<file path="config.mk">
export PLATFORM = sky130hd
export DESIGN_NAME = uart_block_rx
export DESIGN_NICKNAME = d
export VERILOG_FILES = /design/src/rtl/uart_pkg.sv /design/src/rtl/uart_rx_byte.sv /design/src/rtl/uart_block_rx.sv
export SDC_FILE = /design/constraint.sdc
export NUM_CORES = 1
export LEC_CHECK = 0
export BUFFER_PORTS_ARGS = -buffer_cell sky130_fd_sc_hd__buf_2
export CELL_PAD_IN_SITES_DETAIL_PLACEMENT = 2
export CELL_PAD_IN_SITES_GLOBAL_PLACEMENT = 2
export CORE_ASPECT_RATIO = 0.8
export CORE_MARGIN = 3
export CORE_UTILIZATION = 35
export DETAILED_ROUTE_END_ITERATION = 16
export HOLD_SLACK_MARGIN = 0.1
export PLACE_DENSITY_LB_ADDON = 0.3
export SLEW_MARGIN = 20
export SYNTH_ARGS = -nofsm -noshare
export SYNTH_HDL_FRONTEND = slang
export SYNTH_SLANG_ARGS = --single-unit
</file>
<file path="constraint.sdc">
create_clock -name CLK -period 4 [get_ports CLK]
set_clock_uncertainty 0.1 [all_clocks]
set_input_delay 0.8 -clock CLK [delete_from_list [all_inputs] [get_ports CLK]]
set_output_delay 0.8 -clock CLK [all_outputs]
set_load 0.02 [all_outputs]
</file>
<file path="src/rtl/uart_pkg.sv">
// Shared types and constants for the cipher-text RS232 receive path.
package uart_pkg;

    typedef enum logic [1:0] {
        IDLE  = 2'd0,
        START = 2'd1,
        DATA  = 2'd2,
        STOP  = 2'd3
    } uart_state_e;

    localparam int UART_DIV_115200 = 434;
    localparam int BYTES_PER_BLOCK = 8;

    typedef logic [$clog2(BYTES_PER_BLOCK)-1:0] lane_idx_t;

endpackage

</file>
<file path="src/rtl/uart_rx_byte.sv">
// 8N1 byte receiver: input synchronizer, receive FSM and LSB-first shift register.
module uart_rx_byte
    import uart_pkg::*;
#(
    parameter int BAUD_DIV = UART_DIV_115200
) (
    input  logic        i_clk,
    input  logic        i_rst_n,
    input  logic        i_rxd,
    output logic [7:0]  o_data,
    output logic        o_ready,
    output logic        o_frame_err,
    output uart_state_e o_state
);

    localparam int CNT_W = (BAUD_DIV > 1) ? $clog2(BAUD_DIV) : 1;
    localparam logic [CNT_W-1:0] HALF_LAST = CNT_W'(BAUD_DIV / 2 - 1);
    localparam logic [CNT_W-1:0] BIT_LAST  = CNT_W'(BAUD_DIV - 1);

    logic             r_sync1;
    logic             r_sync2;
    uart_state_e      r_state;
    logic [CNT_W-1:0] r_cnt;
    logic [2:0]       r_bit_idx;
    logic [7:0]       r_shift;
    logic             r_ready;
    logic             r_frame_err;

    uart_state_e      w_state_nxt;
    logic [CNT_W-1:0] w_cnt_nxt;
    logic [2:0]       w_bit_idx_nxt;
    logic [7:0]       w_shift_nxt;
    logic             w_ready_nxt;
    logic             w_frame_err_nxt;
    logic             w_rxs;

    assign w_rxs = r_sync2;

    always_ff @(posedge i_clk or negedge i_rst_n) begin
        if (!i_rst_n) begin
            r_sync1     <= 1'b1;
            r_sync2     <= 1'b1;
            r_state     <= IDLE;
            r_cnt       <= '0;
            r_bit_idx   <= '0;
            r_shift     <= '0;
            r_ready     <= 1'b0;
            r_frame_err <= 1'b0;
        end else begin
            r_sync1     <= i_rxd;
            r_sync2     <= r_sync1;
            r_state     <= w_state_nxt;
            r_cnt       <= w_cnt_nxt;
            r_bit_idx   <= w_bit_idx_nxt;
            r_shift     <= w_shift_nxt;
            r_ready     <= w_ready_nxt;
            r_frame_err <= w_frame_err_nxt;
        end
    end

    always_comb begin
        w_state_nxt     = r_state;
        w_cnt_nxt       = r_cnt;
        w_bit_idx_nxt   = r_bit_idx;
        w_shift_nxt     = r_shift;
        w_ready_nxt     = 1'b0;
        w_frame_err_nxt = 1'b0;
        case (r_state)
            IDLE: begin
                if (!w_rxs) begin
                    w_state_nxt = START;
                    w_cnt_nxt   = '0;
                end
            end
            START: begin
                // A start bit that is gone by its midpoint was line noise.
                if (r_cnt == HALF_LAST) begin
                    w_cnt_nxt = '0;
                    if (!w_rxs) begin
                        w_state_nxt   = DATA;
                        w_bit_idx_nxt = '0;
                    end else begin
                        w_state_nxt = IDLE;
                    end
                end else begin
                    w_cnt_nxt = r_cnt + 1'b1;
                end
            end
            DATA: begin
                if (r_cnt == BIT_LAST) begin
                    w_cnt_nxt   = '0;
                    w_shift_nxt = {w_rxs, r_shift[7:1]};
                    if (r_bit_idx == 3'd7) begin
                        w_state_nxt = STOP;
                    end else begin
                        w_bit_idx_nxt = r_bit_idx + 1'b1;
                    end
                end else begin
                    w_cnt_nxt = r_cnt + 1'b1;
                end
            end
            STOP: begin
                if (r_cnt == BIT_LAST) begin
                    w_state_nxt = IDLE;
                    w_cnt_nxt   = '0;
                    if (w_rxs) begin
                        w_ready_nxt = 1'b1;
                    end else begin
                        w_frame_err_nxt = 1'b1;
                    end
                end else begin
                    w_cnt_nxt = r_cnt + 1'b1;
                end
            end
        endcase
    end

    // The shift register only moves in DATA, so it is stable while o_ready is high.
    assign o_data      = r_shift;
    assign o_ready     = r_ready;
    assign o_frame_err = r_frame_err;
    assign o_state     = r_state;

endmodule

</file>
<file path="src/rtl/uart_block_rx.sv">
// UART receiver that gathers eight good bytes into a 64-bit block, byte 0 in bits [7:0],
// discarding a partial block after an idle gap or on CLR.
module uart_block_rx
    import uart_pkg::*;
#(
    parameter int BAUD_DIV    = UART_DIV_115200,
    parameter int GAP_TIMEOUT = 8680
) (
    input  logic        CLK,
    input  logic        RST_N,
    input  logic        RXD,
    input  logic        CLR,
    output logic [7:0]  RX_DATA,
    output logic        RX_DATA_READY,
    output logic [63:0] BLOCK,
    output logic        BLOCK_VALID,
    output logic [2:0]  BYTE_IDX,
    output logic        FRAME_ERR,
    output logic        TIMEOUT_ERR,
    output logic [1:0]  DBG_STATE
);

    localparam int GAP_W = (GAP_TIMEOUT > 0) ? $clog2(GAP_TIMEOUT + 1) : 1;
    localparam logic [GAP_W-1:0] GAP_LAST = GAP_W'(GAP_TIMEOUT - 1);
    localparam lane_idx_t LAST_LANE = lane_idx_t'(BYTES_PER_BLOCK - 1);

    logic [7:0]  w_byte;
    logic        w_byte_rdy;
    logic        w_frame_err;
    uart_state_e w_state;
    logic        w_gap_run;
    logic [63:0] w_stage_nxt;

    logic [7:0]       r_rx_data;
    logic             r_rx_ready;
    logic [63:0]      r_stage;
    logic [63:0]      r_block;
    logic             r_block_valid;
    lane_idx_t        r_byte_idx;
    logic [GAP_W-1:0] r_gap;
    logic             r_frame_err;
    logic             r_timeout_err;

    uart_rx_byte #(
        .BAUD_DIV (BAUD_DIV)
    ) u_rx_byte (
        .i_clk       (CLK),
        .i_rst_n     (RST_N),
        .i_rxd       (RXD),
        .o_data      (w_byte),
        .o_ready     (w_byte_rdy),
        .o_frame_err (w_frame_err),
        .o_state     (w_state)
    );

    assign w_gap_run = (w_state == IDLE) && (r_byte_idx != '0);

    always_comb begin
        w_stage_nxt = r_stage;
        w_stage_nxt[{r_byte_idx, 3'b000} +: 8] = w_byte;
    end

    // All outputs are one-cycle strobes with no ready path: a consumer samples
    // RX_DATA/BLOCK in the cycle its strobe is high or the value is superseded later.
    always_ff @(posedge CLK or negedge RST_N) begin
        if (!RST_N) begin
            r_rx_data     <= '0;
            r_rx_ready    <= 1'b0;
            r_stage       <= '0;
            r_block       <= '0;
            r_block_valid <= 1'b0;
            r_byte_idx    <= '0;
            r_gap         <= '0;
            r_frame_err   <= 1'b0;
            r_timeout_err <= 1'b0;
        end else begin
            r_rx_ready    <= 1'b0;
            r_block_valid <= 1'b0;
            r_timeout_err <= 1'b0;
            r_frame_err   <= w_frame_err;
            if (w_byte_rdy) begin
                r_rx_data  <= w_byte;
                r_rx_ready <= 1'b1;
            end
            // CLR outranks a byte arriving in the same cycle: the byte is still
            // reported on RX_DATA but never joins a block.
            if (CLR) begin
                r_byte_idx <= '0;
                r_gap      <= '0;
            end else if (w_byte_rdy) begin
                r_stage    <= w_stage_nxt;
                r_byte_idx <= r_byte_idx + 1'b1;
                r_gap      <= '0;
                if (r_byte_idx == LAST_LANE) begin
                    r_block       <= w_stage_nxt;
                    r_block_valid <= 1'b1;
                end
            end else if (w_gap_run) begin
                if (r_gap == GAP_LAST) begin
                    r_byte_idx    <= '0;
                    r_gap         <= '0;
                    r_timeout_err <= 1'b1;
                end else begin
                    r_gap <= r_gap + 1'b1;
                end
            end else begin
                r_gap <= '0;
            end
        end
    end

    assign RX_DATA       = r_rx_data;
    assign RX_DATA_READY = r_rx_ready;
    assign BLOCK         = r_block;
    assign BLOCK_VALID   = r_block_valid;
    assign BYTE_IDX      = r_byte_idx;
    assign FRAME_ERR     = r_frame_err;
    assign TIMEOUT_ERR   = r_timeout_err;
    assign DBG_STATE     = w_state;

endmodule

</file>
======== Yosys cells after proc, flatten, opt, wreduce, memory -nomap -nowiden ========
Index checks and enable logic that the tools add are counted.
word-level totals
  register bits after elaboration ......... 183
  latch bits .............................. 0
  RAM bits ................................ 0
  memory bits (read-only) ................. 0
  input bits .............................. 4
  output and inout port bits .............. 81
  logic and storage cells ................. 92
  memories ................................ 0
cells by class
  add/subtract/negate cells ............... 5
  multiply operators ...................... 0
  divide/modulo/power cells ............... 0
  order comparisons ....................... 0
  eq/ne operators ......................... 15
  shifts and indexed selects .............. 2
  multiplexer cells ....................... 39
  bitwise operators ....................... 1
  reduce and logical (&&, ||, !) cells .... 13
operator list
  cell                    count
  $bwmux 64               1
  $shift 8x8->64 const A  1
  $shiftx 8x8->64         1
  $mux 14                 4
  $mux 9                  3
  $pmux 9 s3              1
  $mux 3                  8
  $add 14x1->14 const B   1
  $eq 14x14->1 const B    1
  $mux 1                  14
  $mux 2                  6
  $reduce_and 5->1        2
  $add 9x1->9 const B     1
  $eq 9x8->1 const B      1
  $eq 9x9->1 const B      1
  $reduce_bool 3->1       3
  $ne 2x1->1 const B      4
  $neg 6->8               1
  $pmux 2 s4              1
  $add 3x1->3 const B     2
  $eq 3x3->1 const B      2
  $ne 2x2->1 const B      3
  $pmux 3 s2              1
  $reduce_and 2->1        3
  8 further kinds         9

======== Depth between registers and ports, before layout ========
  depth after elaboration ................. 5
  depth in mapped cells ................... 12
  mapped depth without buffers ............ 7

======== Modules after synthesis ========
From an unflattened synthesis, not the netlist that was laid out.
second synthesis, totals
  cell total of the unflattened synthesis .. 753
  area total of the unflattened synthesis .. 8320.5 um2
by module, submodules not included
  module         times used  cells an instance  area each (um2)  sequential area each (um2)
  uart_block_rx  1           632                7005.5           3928.8
  uart_rx_byte   1           121                1315.0           653.1

======== Worst setup path before layout ========
OpenSTA, ideal clock, no wires.
  kind .................................... flip-flop to flip-flop
  start ................................... reg r_byte_idx[0] (netlist: BYTE_IDX[0])
  end ..................................... reg r_stage[32]
  data arrival time ....................... 3.211 ns
  data required time ...................... 3.775 ns
  path slack .............................. 0.564 ns
  cell stages (with the launch flop) ...... 12
  path buffers ............................ 5
  period minus slack after synthesis ...... 3.436 ns
  path through ............................ dfrtp_1 > clkbuf_1 > clkbuf_1 > inv_1 > ha_1 > ha_1 > clkbuf_1 > o2111ai_1 > buf_1 > or2_2 > clkbuf_1 > mux2_2
between the ends
  word-level cells in the longest chain between the ends .. 3
ends and longest elaborated chain
  item                                               line                 source
  start: declaration                                 uart_block_rx.sv:39  lane_idx_t r_byte_idx;
  start signal: assignment                           uart_block_rx.sv:92  r_byte_idx <= r_byte_idx + 1'b1;
  $neg 6->8 *                                        uart_block_rx.sv:60  w_stage_nxt[{r_byte_idx, 3'b000} +: 8] = w_byte;
  $shiftx 8x8->64 or $shift 8x8->64 (tied branches)  uart_block_rx.sv:60
  $bwmux 64 *                                        uart_block_rx.sv:60
  end signal: assignment                             uart_block_rx.sv:91  r_stage <= w_stage_nxt;
  end: declaration                                   uart_block_rx.sv:36  logic [63:0] r_stage;
Every way passes the cells marked *; elsewhere a longest branch is shown, timed or not.
A chain may end at the register's enable or synchronous reset.

======== Worst setup path after layout ========
  start ................................... reg r_byte_idx[1] (netlist: BYTE_IDX[1])
  end ..................................... reg r_stage[18]
The elaborated chain is that of the path after synthesis.

==> flow_summary_export.csv <==
group,metric,value,unit
clock_network,ctsHtreeMaxLevel,4,
critical_path,critPathArrivalTime,3.70,ns
layout,num-nets-final,847,
sta,finalWorstPathRequiredPeriod,3.49,ns
route,firstDrtPassIters,4,
synthesis,synth_largest_area_cell,"dfrtp_1",
pwr,share_clk_of_total_power,46.9,%
sta,final-setup-viol-count,0,
route,via_per_inst,5.19,
route,drt_drc_violations_left,0,
floorplan,initial_utilization,36.4,%
min_path,worstHoldPathType,"reg -> reg",
sta,finalHoldViolations,0,
pwr,vdd_ir_drop_max,0.000275,V
layout,antennaDiodeCount,0,
synthesis,yosys_reg_bits,183,
pwr,cell_internal_pwr,2.76,mW
sta,totalNegativeSetupSlack,0,ns
critical_path,timing.critical_path.slowest_cell_delay,0.69,ns
layout,final_cell_area,0.00966,mm^2
clock_network,clkLatencyLatePin,0.44,ns
synthesis,synth_warnings,0,
sta,finalMaxSlewViolations,0,
synthesis,post_synth_edffs,0,
synthesis,main_combinational_cell_family_by_area_after_synthesis,"multiplexers",
place,place.detailed.hpwl,15600,um
critical_path,path_common_cell,"ha_1",
synthesis,synthTopCellsByArea,"dfrtp_1 54%, mux2_2 7.7%, mux2i_1 6.0%",
synthesis,synth_adder_area_share,2.85,%
route,ant_nets,0,
clock_network,cts_hold_buf,0,
clock_network,cts_max_path_buffers,2,
synthesis,yosysUniqueCellTypes,51,
critical_path,endpoint_kind,"flop",
clock_network,cts_tree,"built",
sta,max_slew.worst_pin.slew,0.945,ns
synthesis,synth_largest_type_area_fraction,54.3,%
clock_network,cts-buffers-inserted,17,
floorplan,io_pins,85,
layout,multi_input_comb_area,0.00354,mm^2
route,via_count,5928,
synthesis,synthesis.instances,760,
pwr,netSwitchingPower,0.820,mW
grt,gr-total-overflow,0,
floorplan,die_width,179,um
pwr,p_leak,4.64,nW
pwr,power_density,370,mW/mm^2
route,detail_route.wirelength,22900,um
synthesis,post_synth_instance_area,0.00834,mm^2
critical_path,worst-r2r-setup-slack,0.51,ns
pwr,pwr-share-seq,51.8,%
route,detailedRoute.firstIterationViolations,314,
critical_path,critical_path.cell_chain,"inv_1 -> ha_1 -> ha_1 -> nand3_1 -> nor2_1 -> mux2_2",
sta,rsz0062_at_grt,"no",
synthesis,synth_mux_area_share,15.1,%
critical_path,setup.worst_path.start_class,"flop",
sta,fin_crit_sh,87.1,%
pwr,switching_share,22.9,%
place,placement.cell_area,0.00905,mm^2
layout,flow.area_growth_from_synthesis,15.8,%
critical_path,critical_path.max_fanout,13,
status,run_status,"complete, no violations",
job,max_cap_violations,0,
synthesis,synth.net_count,783,
clock_network,post_cts_resized,0,
synthesis,post_synth_and_or_nand_nor_area_fraction,13.7,%
clock_network,ctsRootBufferMaster,"clkbuf_16",
layout,sequential_area,0.00458,mm^2
synthesis,synth-async-reset-ratio,100,%
synthesis,synth_seq_area_share,54.9,%
route,routedWlPerCell,20.0,um
critical_path,critical_path_required,4.21,ns
sta,worst_slew_margin_rel,36.8,%
place,numPortBuffers,84,
sta,timing.fmax,287,MHz
synthesis,synth_xor_xnor_area_share,1.89,%
clock_network,postCtsSetupBuffers,0,
synthesis,post_synth.cell_area_avg,11.0,um^2
synthesis,complex_gate_fraction_of_the_synthesized_area,8.25,%
place,gp_congestion,0.760,
synthesis,ys_dominant_reg_cell,"dfrtp_1",
pwr,power_frac_comb,1.3,%
grt,antenna_violations_before_repair,0,
layout,proportion_of_layout_cells_with_a_drive_suffix_above_1,24.3,%
clock_network,clock_sinks,183,
floorplan,die_area,0.0257,mm^2
clock_network,clk_transition_reported_paths,0.07,ns
grt,track_usage,18.5,%
grt,number_of_global_route_vias_before_repair,6540,
critical_path,slowest_stage,"nor2_1",
layout,final.fill_count,2396,
floorplan,chipHeight,144,um
grt,largest_net_degree_at_the_start_of_global_routing,130,
grt,grt_pass1_wl,37100,um
critical_path,crit_type,"reg -> reg",
floorplan,core-area,0.0229,mm^2
floorplan,row_count,49,
==> stage by stage <==
| step | utilization (%) | setup WS [ns] | power (mW) | hold slack [ns] | cells |
|---|---|---|---|---|---|
| after global routing | 42.1 | 0.260 | 3.72 | 0.261 | 1143 |
| after global placement | 39.5 | 0.951 | 1.93 | 0.235 | 1111 |
| final | 42.1 | 0.514 | 3.58 | 0.258 | 1143 |
| after detailed placement | 39.5 | 0.684 | 1.94 | 0.252 | 1111 |
| after floorplan | - | 0.564 | 1.89 | 0.231 | 760 |
| after CTS | 42.0 | 0.644 | 3.62 | 0.263 | 1143 |
==> registers in the layout (all words and copies together) (netlist names), 3 cells and up, named ones only <==
signal               count
BLOCK                   64
BYTE_IDX                 3
RX_DATA                  8
r_gap                   14
r_stage                 64
u_rx_byte.o_data         8
u_rx_byte.r_bit_idx      3
u_rx_byte.r_cnt          9
==> cell usage after synthesis (2+ instances only) <==
cell type  count
o31ai_1        3
mux2_2        57
nor3_1         9
nor4_1         2
or3_1          3
buf_2          3
mux2i_1       50
xor2_1         7
and2_1         9
buf_6          3
xnor2_1       11
dfstp_2        2
or4b_2         2
o311ai_0       3
nand3b_1       9
nand2b_1       3
a21oi_1       22
clkbuf_1      39
buf_1          2
nand3_1       20
ha_1          19
inv_1         15
dfrtp_1      181
a21o_1         2
nand4_1        8
a21boi_0       2
o22ai_1        2
o21ai_0       81
nor2b_1        3
nand2_1       99
nor2_1        42
or2_2          3
o311ai_1       2
and3_1        18
mux2_4         8
==> layout make-up <==
class | instances | area share [%]
Clock buffer | 19 | 4.69
Clock inverter | 13 | 1.24
Inverter | 15 | 0.583
Multi-Input combinational cell | 514 | 36.7
Sequential cell | 183 | 47.5
Tap cell | 306 | 3.97
Timing Repair Buffer | 93 | 5.38
==> final timing paths <==
kind                                            start                 to  cells past startpoint
worst max-delay path                      BYTE_IDX[1]        r_stage[18]                      6
worst min-delay path            u_rx_byte.o_frame_err          FRAME_ERR                      0
worst max register to register            BYTE_IDX[1]        r_stage[18]                      6
worst min register to register  u_rx_byte.o_frame_err          FRAME_ERR                      0
max in group asynchronous                       RST_N  u_rx_byte.r_sync1                      2
min in group asynchronous                       RST_N          BLOCK[24]                      1
==> cell usage in the layout, fill, tap and decap left out, types with 2 or more instances in the layout <==
cell type / Yosys / routed
nor2b_1: 3 / 3
xnor2_1: 11 / 11
clkbuf_16: 0 / 17
clkinvlp_4: 0 / 3
a21oi_1: 22 / 22
o311ai_0: 3 / 3
a21o_1: 2 / 2
nand2b_1: 3 / 3
and2_1: 9 / 9
ha_1: 19 / 19
or2_2: 3 / 3
nand4_1: 8 / 8
clkinv_4: 0 / 2
o22ai_1: 2 / 2
o311ai_4: 0 / 2
nor2_1: 42 / 42
nor3_1: 9 / 9
clkinv_2: 0 / 3
buf_2: 3 / 83
mux2_2: 57 / 57
mux2i_1: 50 / 50
nand3b_1: 9 / 9
nand2_1: 99 / 98
inv_6: 0 / 4
nand3_1: 20 / 20
o31ai_1: 3 / 3
and3_1: 18 / 18
dfstp_2: 2 / 2
inv_1: 15 / 15
or3_1: 3 / 3
clkbuf_8: 0 / 2
or4b_2: 2 / 2
xor2_1: 7 / 7
a21boi_0: 2 / 2
buf_4: 1 / 7
nor4_1: 2 / 2
o21ai_0: 81 / 81
buf_12: 0 / 2
dfrtp_1: 181 / 181
mux2_4: 8 / 8
==> metal layers <==
metal / global-route usage (%) / share of wire [%] / vias to the layer above / wire [um]
li1: - / - / 2752 / -
met1: 24.8 / 47 / 3064 / 10600
met2: 31.3 / 49 / 92 / 11200
met3: 3.73 / 3.2 / 20 / 737
met4: 4.02 / 1.0 / 0 / 230
met5: 0 / 0 / - / 0
==> worst max-delay path: cells and delay by family, from the launching register on <==
kind	cells	cell delay [ns]
flops	1	0.66
simple gates	2	1.21
mux	1	0.42
buf+inv	1	0.15
fa+ha+maj	2	0.81
==> cell families (layout without fill, tap and decap cells) <==
kind of cell               after synthesis  count (layout)
and+or+nand+nor                        238             238
DFF                                    183             183
AOI/OAI and AO/OA                      124             124
muxes                                  115             115
buffers and inverters                   63             140
adders and majority gates               19              19
xor gates and xnor gates                18              18
==> power groups by stage <==
stage	clock network, mW	logic [mW]	registers [mW]
4_1_cts	1.72	0.0492	1.85
2_1_floorplan	0	0.00283	1.89
6_report	1.68	0.0454	1.85
5_1_grt	1.81	0.0538	1.85
3_5_place_dp	0	0.0487	1.89
3_3_place_gp	0	0.0463	1.89
No activity file was read; power rests on OpenSTA's default activity.
